## config.mk

```make
export PLATFORM = sky130hd
export DESIGN_NAME = button_conditioner
export DESIGN_NICKNAME = d
export VERILOG_FILES = /design/src/rtl/pong_pkg.sv /design/src/rtl/debounce_channel.sv /design/src/rtl/button_conditioner.sv
export SDC_FILE = /design/constraint.sdc
export NUM_CORES = 1
export LEC_CHECK = 0
export CAP_MARGIN = 20
export CORE_AREA = 8 8 112 114
export CTS_BUF_LIST = sky130_fd_sc_hd__clkbuf_8
export DETAILED_ROUTE_END_ITERATION = 8
export DIE_AREA = 0 0 120 122
export PLACE_DENSITY = 0.66
export RECOVER_POWER = 25
export SYNTH_ARGS = -nofsm -noshare
export SYNTH_HDL_FRONTEND = slang
export SYNTH_HIERARCHICAL = 1
export SYNTH_SLANG_ARGS = --single-unit
export TNS_END_PERCENT = 5
```

## constraint.sdc

```tcl
create_clock -name clock_25M -period 3.3 [get_ports clock_25M]
set_input_delay 0.495 -clock clock_25M [delete_from_list [all_inputs] [get_ports clock_25M]]
set_output_delay 0.495 -clock clock_25M [all_outputs]
set_load 0.01 [all_outputs]
```

## src/rtl/pong_pkg.sv

```systemverilog
// Shared definitions for the pong front-end.
// Holds button index constants, the channel count, the debounce interval
// for synthesis and for simulation, and a helper for the idle raw level.
package pong_pkg;

    localparam int NUM_BUTTONS    = 4;

    localparam int BTN_UP_LEFT    = 0;
    localparam int BTN_DOWN_LEFT  = 1;
    localparam int BTN_UP_RIGHT   = 2;
    localparam int BTN_DOWN_RIGHT = 3;

    // 250000 cycles is 10 ms at 25 MHz; the short value keeps benches fast.
    localparam int DEBOUNCE_CYCLES_SYN = 250000;
    localparam int DEBOUNCE_CYCLES_SIM = 4;

    // Raw pin level of a button that is not pressed.
    function automatic logic released_raw(input int active_low);
        logic idle;
        if (active_low != 0) begin
            idle = 1'b1;
        end else begin
            idle = 1'b0;
        end
        return idle;
    endfunction

endpackage

```

## src/rtl/debounce_channel.sv

```systemverilog
// Single-bit button channel: two-flop synchroniser, polarity normalisation,
// stable-interval debounce counter, debounced level and one-cycle pulses.
// Ports:
//   clk       - single clock domain
//   rst_n     - asynchronous active-low reset
//   raw       - asynchronous raw button pin
//   level     - debounced level, 1 = pressed
//   press     - one-cycle pulse when a press is accepted
//   release_p - one-cycle pulse when a release is accepted
module debounce_channel
    import pong_pkg::*;
#(
    parameter int DEBOUNCE_CYCLES = DEBOUNCE_CYCLES_SYN,
    parameter int ACTIVE_LOW      = 1,
    parameter int CNT_W           = $clog2(DEBOUNCE_CYCLES)
) (
    input  logic clk,
    input  logic rst_n,
    input  logic raw,
    output logic level,
    output logic press,
    output logic release_p
);

    localparam logic             RAW_IDLE = released_raw(ACTIVE_LOW);
    localparam logic             POL      = (ACTIVE_LOW != 0) ? 1'b1 : 1'b0;
    localparam logic [CNT_W-1:0] CNT_LAST = CNT_W'(DEBOUNCE_CYCLES - 1);

    logic             sync1_q, sync1_d;
    logic             sync2_q, sync2_d;
    logic [CNT_W-1:0] cnt_q,   cnt_d;
    logic             level_q, level_d;
    logic             press_q, press_d;
    logic             rel_q,   rel_d;
    logic             s_pressed;

    // Next-state logic: synchroniser shift, debounce counting and pulses.
    always_comb begin
        sync1_d   = raw;
        sync2_d   = sync1_q;
        s_pressed = sync2_q ^ POL;
        cnt_d     = cnt_q;
        level_d   = level_q;
        press_d   = 1'b0;
        rel_d     = 1'b0;
        if (s_pressed == level_q) begin
            // Any return to the accepted level restarts the full interval.
            cnt_d = {CNT_W{1'b0}};
        end else if (cnt_q == CNT_LAST) begin
            level_d = s_pressed;
            cnt_d   = {CNT_W{1'b0}};
            press_d = s_pressed;
            rel_d   = ~s_pressed;
        end else begin
            cnt_d = cnt_q + CNT_W'(1);
        end
    end

    // State registers; sync stages reset to the idle raw level so no edge is seen.
    always_ff @(posedge clk or negedge rst_n) begin
        if (!rst_n) begin
            sync1_q <= RAW_IDLE;
            sync2_q <= RAW_IDLE;
            cnt_q   <= {CNT_W{1'b0}};
            level_q <= 1'b0;
            press_q <= 1'b0;
            rel_q   <= 1'b0;
        end else begin
            sync1_q <= sync1_d;
            sync2_q <= sync2_d;
            cnt_q   <= cnt_d;
            level_q <= level_d;
            press_q <= press_d;
            rel_q   <= rel_d;
        end
    end

    assign level     = level_q;
    assign press     = press_q;
    assign release_p = rel_q;

endmodule

```

## src/rtl/button_conditioner.sv

```systemverilog
// Paddle button front-end for the pong core.
// Debounces each raw button and adds a per-frame capture so that taps
// shorter than a frame are still seen by a core that samples once per frame.
// Ports:
//   clock_25M   - pixel clock, single domain
//   reset_n     - asynchronous active-low reset
//   btn_raw     - raw button pins
//   frame       - one-cycle strobe at start of vertical blanking
//   btn_level   - debounced level, 1 = pressed
//   btn_press   - one-cycle accepted-press pulses
//   btn_release - one-cycle accepted-release pulses
//   btn_frame   - per-frame command, updated only on frame
module button_conditioner
    import pong_pkg::*;
#(
    parameter int NUM_BUTTONS     = pong_pkg::NUM_BUTTONS,
    parameter int DEBOUNCE_CYCLES = DEBOUNCE_CYCLES_SYN,
    parameter int ACTIVE_LOW      = 1,
    parameter int CNT_W           = $clog2(DEBOUNCE_CYCLES)
) (
    input  logic                   clock_25M,
    input  logic                   reset_n,
    input  logic [NUM_BUTTONS-1:0] btn_raw,
    input  logic                   frame,
    output logic [NUM_BUTTONS-1:0] btn_level,
    output logic [NUM_BUTTONS-1:0] btn_press,
    output logic [NUM_BUTTONS-1:0] btn_release,
    output logic [NUM_BUTTONS-1:0] btn_frame
);

    logic [NUM_BUTTONS-1:0] sticky_q,    sticky_d;
    logic [NUM_BUTTONS-1:0] btn_frame_q, btn_frame_d;

    for (genvar i = 0; i < NUM_BUTTONS; i++) begin : g_ch
        debounce_channel #(
            .DEBOUNCE_CYCLES (DEBOUNCE_CYCLES),
            .ACTIVE_LOW      (ACTIVE_LOW),
            .CNT_W           (CNT_W)
        ) u_ch (
            .clk       (clock_25M),
            .rst_n     (reset_n),
            .raw       (btn_raw[i]),
            .level     (btn_level[i]),
            .press     (btn_press[i]),
            .release_p (btn_release[i])
        );
    end

    // Frame capture: presses accumulate between strobes; a press pulse that
    // lands on the strobe goes into this capture rather than the next sticky.
    always_comb begin
        sticky_d    = sticky_q;
        btn_frame_d = btn_frame_q;
        if (frame) begin
            btn_frame_d = btn_level | sticky_q | btn_press;
            sticky_d    = {NUM_BUTTONS{1'b0}};
        end else begin
            sticky_d    = sticky_q | btn_press;
        end
    end

    // Frame capture registers.
    always_ff @(posedge clock_25M or negedge reset_n) begin
        if (!reset_n) begin
            sticky_q    <= {NUM_BUTTONS{1'b0}};
            btn_frame_q <= {NUM_BUTTONS{1'b0}};
        end else begin
            sticky_q    <= sticky_d;
            btn_frame_q <= btn_frame_d;
        end
    end

    assign btn_frame = btn_frame_q;

endmodule

```

==> flow_summary.ini, run 1 <==
[job]
maxCapViolations = 0

[logic_synthesis]
synthTopCellsByCount = 92 x dfrtp_1, 62 x nor2_1, 36 x nand3_1
synth-seq-cells = 100
syn_area_um2 = 4770
synth_top_area_share_pct = 48.3
synth-async-reset-ratio_pct = 100
synthCells = 461
synth_edf_count = 0
synth.avg_cell_area_um2 = 10.3
yosys_warnings = 6
synth_cell_type_count = 35
synthesis.nets = 472
synth-main-ff-cell = dfrtp_1
synth_area_leader_cell = dfrtp_1
synth-seq-area-share_pct = 52.7
yosysMostFrequentCell = dfrtp_1
synth_area_leaders = dfrtp_1 48%, xor2_1 5.1%, nor2_1 4.9%

[cells_and_area]
diodes = 0
final.fill_count = 989
area_growth_pct = 10.7
fin_nets = 493
seq_area_um2 = 2510
finalInstanceArea_um2 = 5280
drive_gt1_share_pct = 12.3
multi_input_area_um2 = 2130

[timing]
worstMarginPinSlew_ns = 0.721
post-route-min-period_ns = 2.00
max-slew-margin-rel_pct = 51.9
tns_ns = 0
finClkSkew_ns = 0.00681
fin_crit_sh_pct = 60.5
setup_viol_count_final = 0
drv_slew = 0
finalHoldViolCount = 0
max_freq_mhz = 501
rsz0062_at_grt = no

[placed_design]
placed_area_um2 = 5070
hpwl_um = 6330
routabilityCongestion = 0.796
portBuffers = 22

[drt]
drcViolationCount = 0
drtIter0Drc = 199
drt_wl_total_um = 8990
antenna_left = 0
first_pass_iters = 4
avgViaCountPerCell = 5.40
vias = 3384
drt-wirelength-per-cell_um = 14.3

[worst_setup_path]
path_class = reg2reg
required_ns = 3.52
regToRegEndpoint = g_ch[3].u_ch/cnt_q[4]$_DFF_PN0_
cp.arrival_ns = 2.22
start_kind = flop
cp_slowest_stage_delay_ns = 0.58
cp-end-kind = flop
crit_family = simple AND/OR/NAND/NOR gates
crit_chain = ha_1 > nand3_1 > or3_1 > o21ai_2 > nor2_1
critPathMaxFanout = 17
reg2reg_slack_ns = 1.30
reg2reg_depth = 5
critPathSlowestCell = o21ai_2
r2r_start = g_ch[3].u_ch/cnt_q[0]$_DFF_PN0_
cp_num_buf_inv = 0

[floorplanning]
io_pins = 23
dieArea_um2 = 14600
core_area_um2 = 10700
die_width_um = 120
dieHeight_um = 122
floorplan.initialDensity_pct = 44.6
rows = 38

[pwr]
powerDensity_nw_per_um2 = 406
p_leak_nw = 2.15
peakVddDrop_v = 0.000365

[clock_network]
clk_pin_slew_ns = 0.09
clock_sinks = 100
clk_latency_ns = 0.36
clk_root_buffer_cell = clkbuf_8
cts_made_buffers = 9
ctsResizeCount = 0
ctsHoldBuffers = 0
htree_levels = 3
post_cts_buffers = 0
cts_tree = yes
clockBufferDepth = 2

[global_route]
grt_first_pass_wirelength_um = 16100
grt.overflow.total = 0
groute.usage.overall_pct = 13.4
antenna_found_initial = 0
grt_start_max_net_pins = 55
first_global_vias = 3406

[worst_hold_path]
hp-class = in2async

[status]
outcome = finished clean
==> cell usage in the layout, fill, tap and decap left out, drive strengths merged, types with 10 or more instances in the layout <==
master         count
and2              12
or4               12
nand4             16
xor2              28
o21ai             24
clkdlybuf4s50     17
clkbuf            10
dfrtp             92
xnor2             20
nand2             32
a21oi             24
or3               16
nand3             36
and3              16
nor2              64
==> power by group <==
part           switching [W]  total [W]  internal [W]
registers          0.0000191    0.00127       0.00125
logic              0.0000557  0.0000851     0.0000294
clock network       0.000416   0.000787      0.000371
total               0.000491    0.00214       0.00165
==> worst max-delay path by stage <==
| stage | startpoint | end | slack [ns] | depth (start not counted) |
|---|---|---|---|---|
| 2_1_floorplan | g_ch[0].u_ch/cnt_q[0]$_DFF_PN0_ | g_ch[0].u_ch/cnt_q[4]$_DFF_PN0_ | 1.66 | 6 |
| 3_3_place_gp | g_ch[0].u_ch/cnt_q[0]$_DFF_PN0_ | g_ch[0].u_ch/cnt_q[5]$_DFF_PN0_ | 1.37 | 5 |
| 3_5_place_dp | g_ch[2].u_ch/cnt_q[0]$_DFF_PN0_ | g_ch[2].u_ch/cnt_q[6]$_DFF_PN0_ | 1.33 | 5 |
| 4_1_cts | g_ch[3].u_ch/cnt_q[0]$_DFF_PN0_ | g_ch[3].u_ch/cnt_q[5]$_DFF_PN0_ | 1.30 | 5 |
| 5_1_grt | g_ch[3].u_ch/cnt_q[0]$_DFF_PN0_ | g_ch[3].u_ch/cnt_q[5]$_DFF_PN0_ | 1.12 | 5 |
| 6_report | g_ch[3].u_ch/cnt_q[0]$_DFF_PN0_ | g_ch[3].u_ch/cnt_q[4]$_DFF_PN0_ | 1.30 | 5 |
==> kinds of logic after synthesis <==
group,after synthesis,share of synthesized area [%]
xor gates and xnor gates,48,8.82
adders and majority gates,4,1.05
AOI/OAI and AO/OA,56,6.77
buffers and inverters,17,2.55
DFF,100,52.7
and+or+nand+nor,236,28.1
==> through the flow <==
| stage | utilization [%] | setup WS (ns) | total power [W] | hold WS [ns] | instances |
|---|---|---|---|---|---|
| floorplan | - | 1.66 | 0.00133 | 0.199 | 461 |
| global placement | 47.4 | 1.37 | 0.00138 | 0.346 | 611 |
| detailed placement | 47.4 | 1.33 | 0.00138 | 0.347 | 611 |
| CTS | 49.3 | 1.30 | 0.00218 | 0.144 | 627 |
| global route | 49.3 | 1.12 | 0.00224 | 0.161 | 627 |
| finish | 49.3 | 1.30 | 0.00214 | 0.137 | 627 |
==> final cells by class <==
type / instances / share of cell area, %
repair buffers: 23 / 4.50
inverters: 4 / 0.284
clock inverters: 6 / 1.23
well taps: 140 / 3.32
flip-flops and latches: 100 / 47.6
clock buffers: 10 / 2.61
multi-input cells: 344 / 40.4
==> metal layers <==
layer	global-route usage [%]	vias to the layer above	share of wire, %
met1	16.3	1649	46
met4	4.53	0	1.3
met2	22.2	41	49
met5	0	-	0
li1	-	1684	-
met3	4.03	10	4.0
==> flip-flops by register name (all words and copies together) (netlist names) <==
name	count
g_ch.u_ch/level	4
g_ch.u_ch/sync2_q	4
g_ch.u_ch/sync1_q	4
g_ch.u_ch/release_p	4
btn_frame	4
g_ch.u_ch/press	4
g_ch.u_ch/cnt_q	72
sticky_q	4
Note: power is estimated with default switching activity, not from simulation.
==> inputs of run 2 (changes only) <==
clock period = 2.06 ns   (was 3.3 ns; I/O delays follow)
==> flow_summary.ini, run 2 (same netlist as run 1, synthesis figures left out) <==
[clock_network]
cts_made_buffers = 9
htree_levels = 3
clock_sinks = 100
ctsResizeCount = 0
clk_root_buffer_cell = clkbuf_8
clockBufferDepth = 2
clk_latency_ns = 0.36
clk_pin_slew_ns = 0.09
cts_tree = yes

[timing]
timing.hold.ws_ns = 0.360
max_freq_mhz = 557
drv_slew = 0
post-route-min-period_ns = 1.80
tns_ns = 0
finClkSkew_ns = 0.00916
setup_viol_count_final = 0
rsz0062_at_grt = no
max-slew-margin-rel_pct = 40.3
finalHoldViolCount = 0
fin_crit_sh_pct = 87.2
setup_ws_ns = 0.263
worstMarginPinSlew_ns = 0.896

[floorplanning]
io_pins = 23
floorplan.initialDensity_pct = 44.6
dieHeight_um = 122
dieArea_um2 = 14600
core_area_um2 = 10700
rows = 38
die_width_um = 120

[global_route]
antenna_found_initial = 0
grt_first_pass_wirelength_um = 16000
grt.overflow.total = 0
first_global_vias = 3420
groute.usage.overall_pct = 13.2
grt_start_max_net_pins = 39

[placed_design]
hpwl_um = 6460
routabilityCongestion = 0.835
place_ws_ns = 0.298
portBuffers = 22

[pwr]
p_sw_share_pct = 22.7
p_sw_w = 0.000776
p_seq_share_pct = 59.4
p_clk_share_pct = 36.2
total_power_w = 0.00342
combPwrFrac_pct = 4.4
peakVddDrop_v = 0.000297
p_leak_nw = 2.20
powerDensity_nw_per_um2 = 639
internal_power_w = 0.00265

[worst_setup_path]
critPathSlowestCell = or4_4
start_kind = flop
required_ns = 2.31
cp.arrival_ns = 2.05
critPathMaxFanout = 7
reg2reg_slack_ns = 0.26
reg2reg_depth = 4
cp-end-kind = flop
regToRegEndpoint = g_ch[3].u_ch/cnt_q[1]$_DFF_PN0_
path_class = reg2reg
crit_chain = nor4b_2 > nand2_1 > or4_4 > and3_1
r2r_start = g_ch[3].u_ch/cnt_q[5]$_DFF_PN0_
cp_slowest_stage_delay_ns = 0.58

[drt]
first_pass_iters = 4
drt-wirelength-per-cell_um = 14.1
avgViaCountPerCell = 5.30
vias = 3383
drt_wl_total_um = 9020
antenna_left = 0
drcViolationCount = 0
drtIter0Drc = 190

[cells_and_area]
area_growth_pct = 12.3
fin_nets = 504
drive_gt1_share_pct = 14.1
final_cell_mix = 92 x dfrtp_1, 62 x nor2_1, 36 x nand3_1, 32 x nand2_1, 28 x xor2_1
regMostFlops = g_ch.u_ch/cnt_q
largest_register_ffs = 72
mostFrequentLayoutCell = dfrtp_1
diodes = 0

[worst_hold_path]
min_path_cells = 0
hold_end = g_ch[2].u_ch/sync2_q$_DFF_PN1_
min-delay-start = g_ch[2].u_ch/sync1_q$_DFF_PN1_
hp-class = reg2reg

[job]
maxCapViolations = 0

[status]
outcome = finished clean
-- run 2: cell types whose count changed in the layout (fill, tap and decap cells not counted) --
cell	delta
clkbuf_2	+1
clkdlybuf4s50_1	-1
dfstp_2	+1
buf_4	+9
clkinv_4	-3
dlygate4sd3_1	+2
dfstp_1	-1
inv_1	+1
clkinvlp_4	+2
-- run 2: stage by stage --
stage                     instance area [um2]  std cells  utilization, %
after global routing                     5350        638            50.0
final                                    5350        638            50.0
after global placement                   5150        621            48.1
after floorplan                          4770        461               -
after CTS                                5360        638            50.1
after detailed placement                 5150        621            48.1
-- run 2: per-layer routing --
metal  vias up  GRT usage (%)  routed length [um]
met5         -              0                   0
met4         0           5.39                 132
met3        12           2.64                 288
met2        38           21.8                4360
met1      1638           16.7                4240
li1       1695              -                   -
-- run 2: how the worst max path moves through the flow --
stage                                               start                          endpoint  slack [ns]  cells past startpoint
after floorplan           g_ch[0].u_ch/cnt_q[0]$_DFF_PN0_   g_ch[0].u_ch/cnt_q[4]$_DFF_PN0_        0.42                      6
after global placement    g_ch[3].u_ch/cnt_q[5]$_DFF_PN0_   g_ch[3].u_ch/cnt_q[1]$_DFF_PN0_        0.32                      4
after detailed placement  g_ch[2].u_ch/cnt_q[0]$_DFF_PN0_  g_ch[2].u_ch/cnt_q[16]$_DFF_PN0_        0.30                      5
after CTS                 g_ch[3].u_ch/cnt_q[5]$_DFF_PN0_   g_ch[3].u_ch/cnt_q[1]$_DFF_PN0_        0.27                      4
after global routing      g_ch[1].u_ch/cnt_q[0]$_DFF_PN0_  g_ch[1].u_ch/cnt_q[16]$_DFF_PN0_        0.17                      5
final                     g_ch[3].u_ch/cnt_q[5]$_DFF_PN0_   g_ch[3].u_ch/cnt_q[1]$_DFF_PN0_        0.26                      4
-- run 2: final cells by class --
class | instances | area (um2)
inverter | 4 | 15.0
multi-input combinational | 344 | 2130
timing repair buffer | 34 | 320
clock buffer | 10 | 138
clock inverter | 6 | 57.6
tap | 140 | 175
fill | 953 | 5350
sequential | 100 | 2510
-- run 2: critical path: cells and delay by family (launching register included) --
family           cells  cell delay, ns
DFF                  1            0.47
and+or+nand+nor      4            1.22
-- run 2: what timing repair did --
item | 4_1_cts | 5_1_grt
hold endpoints to repair | 31 | 0
buffers inserted | 0 | 0
hold buffers | 1 | 0
-- run 2: power groups by stage --
stage               registers (W)  clock network [W]  logic [W]
detailed placement        0.00207                  0   0.000156
global route              0.00204            0.00135   0.000175
CTS                       0.00203            0.00128   0.000159
global placement          0.00207                  0   0.000154
floorplan                 0.00206                  0  0.0000626
finish                    0.00203            0.00124   0.000152
==> inputs of run 3 (changes only) <==
CTS_CLUSTER_SIZE = 10   (was not set)
==> results of run 3 <==
No change in the layout: final DEF, timing and power equal those of run 2.
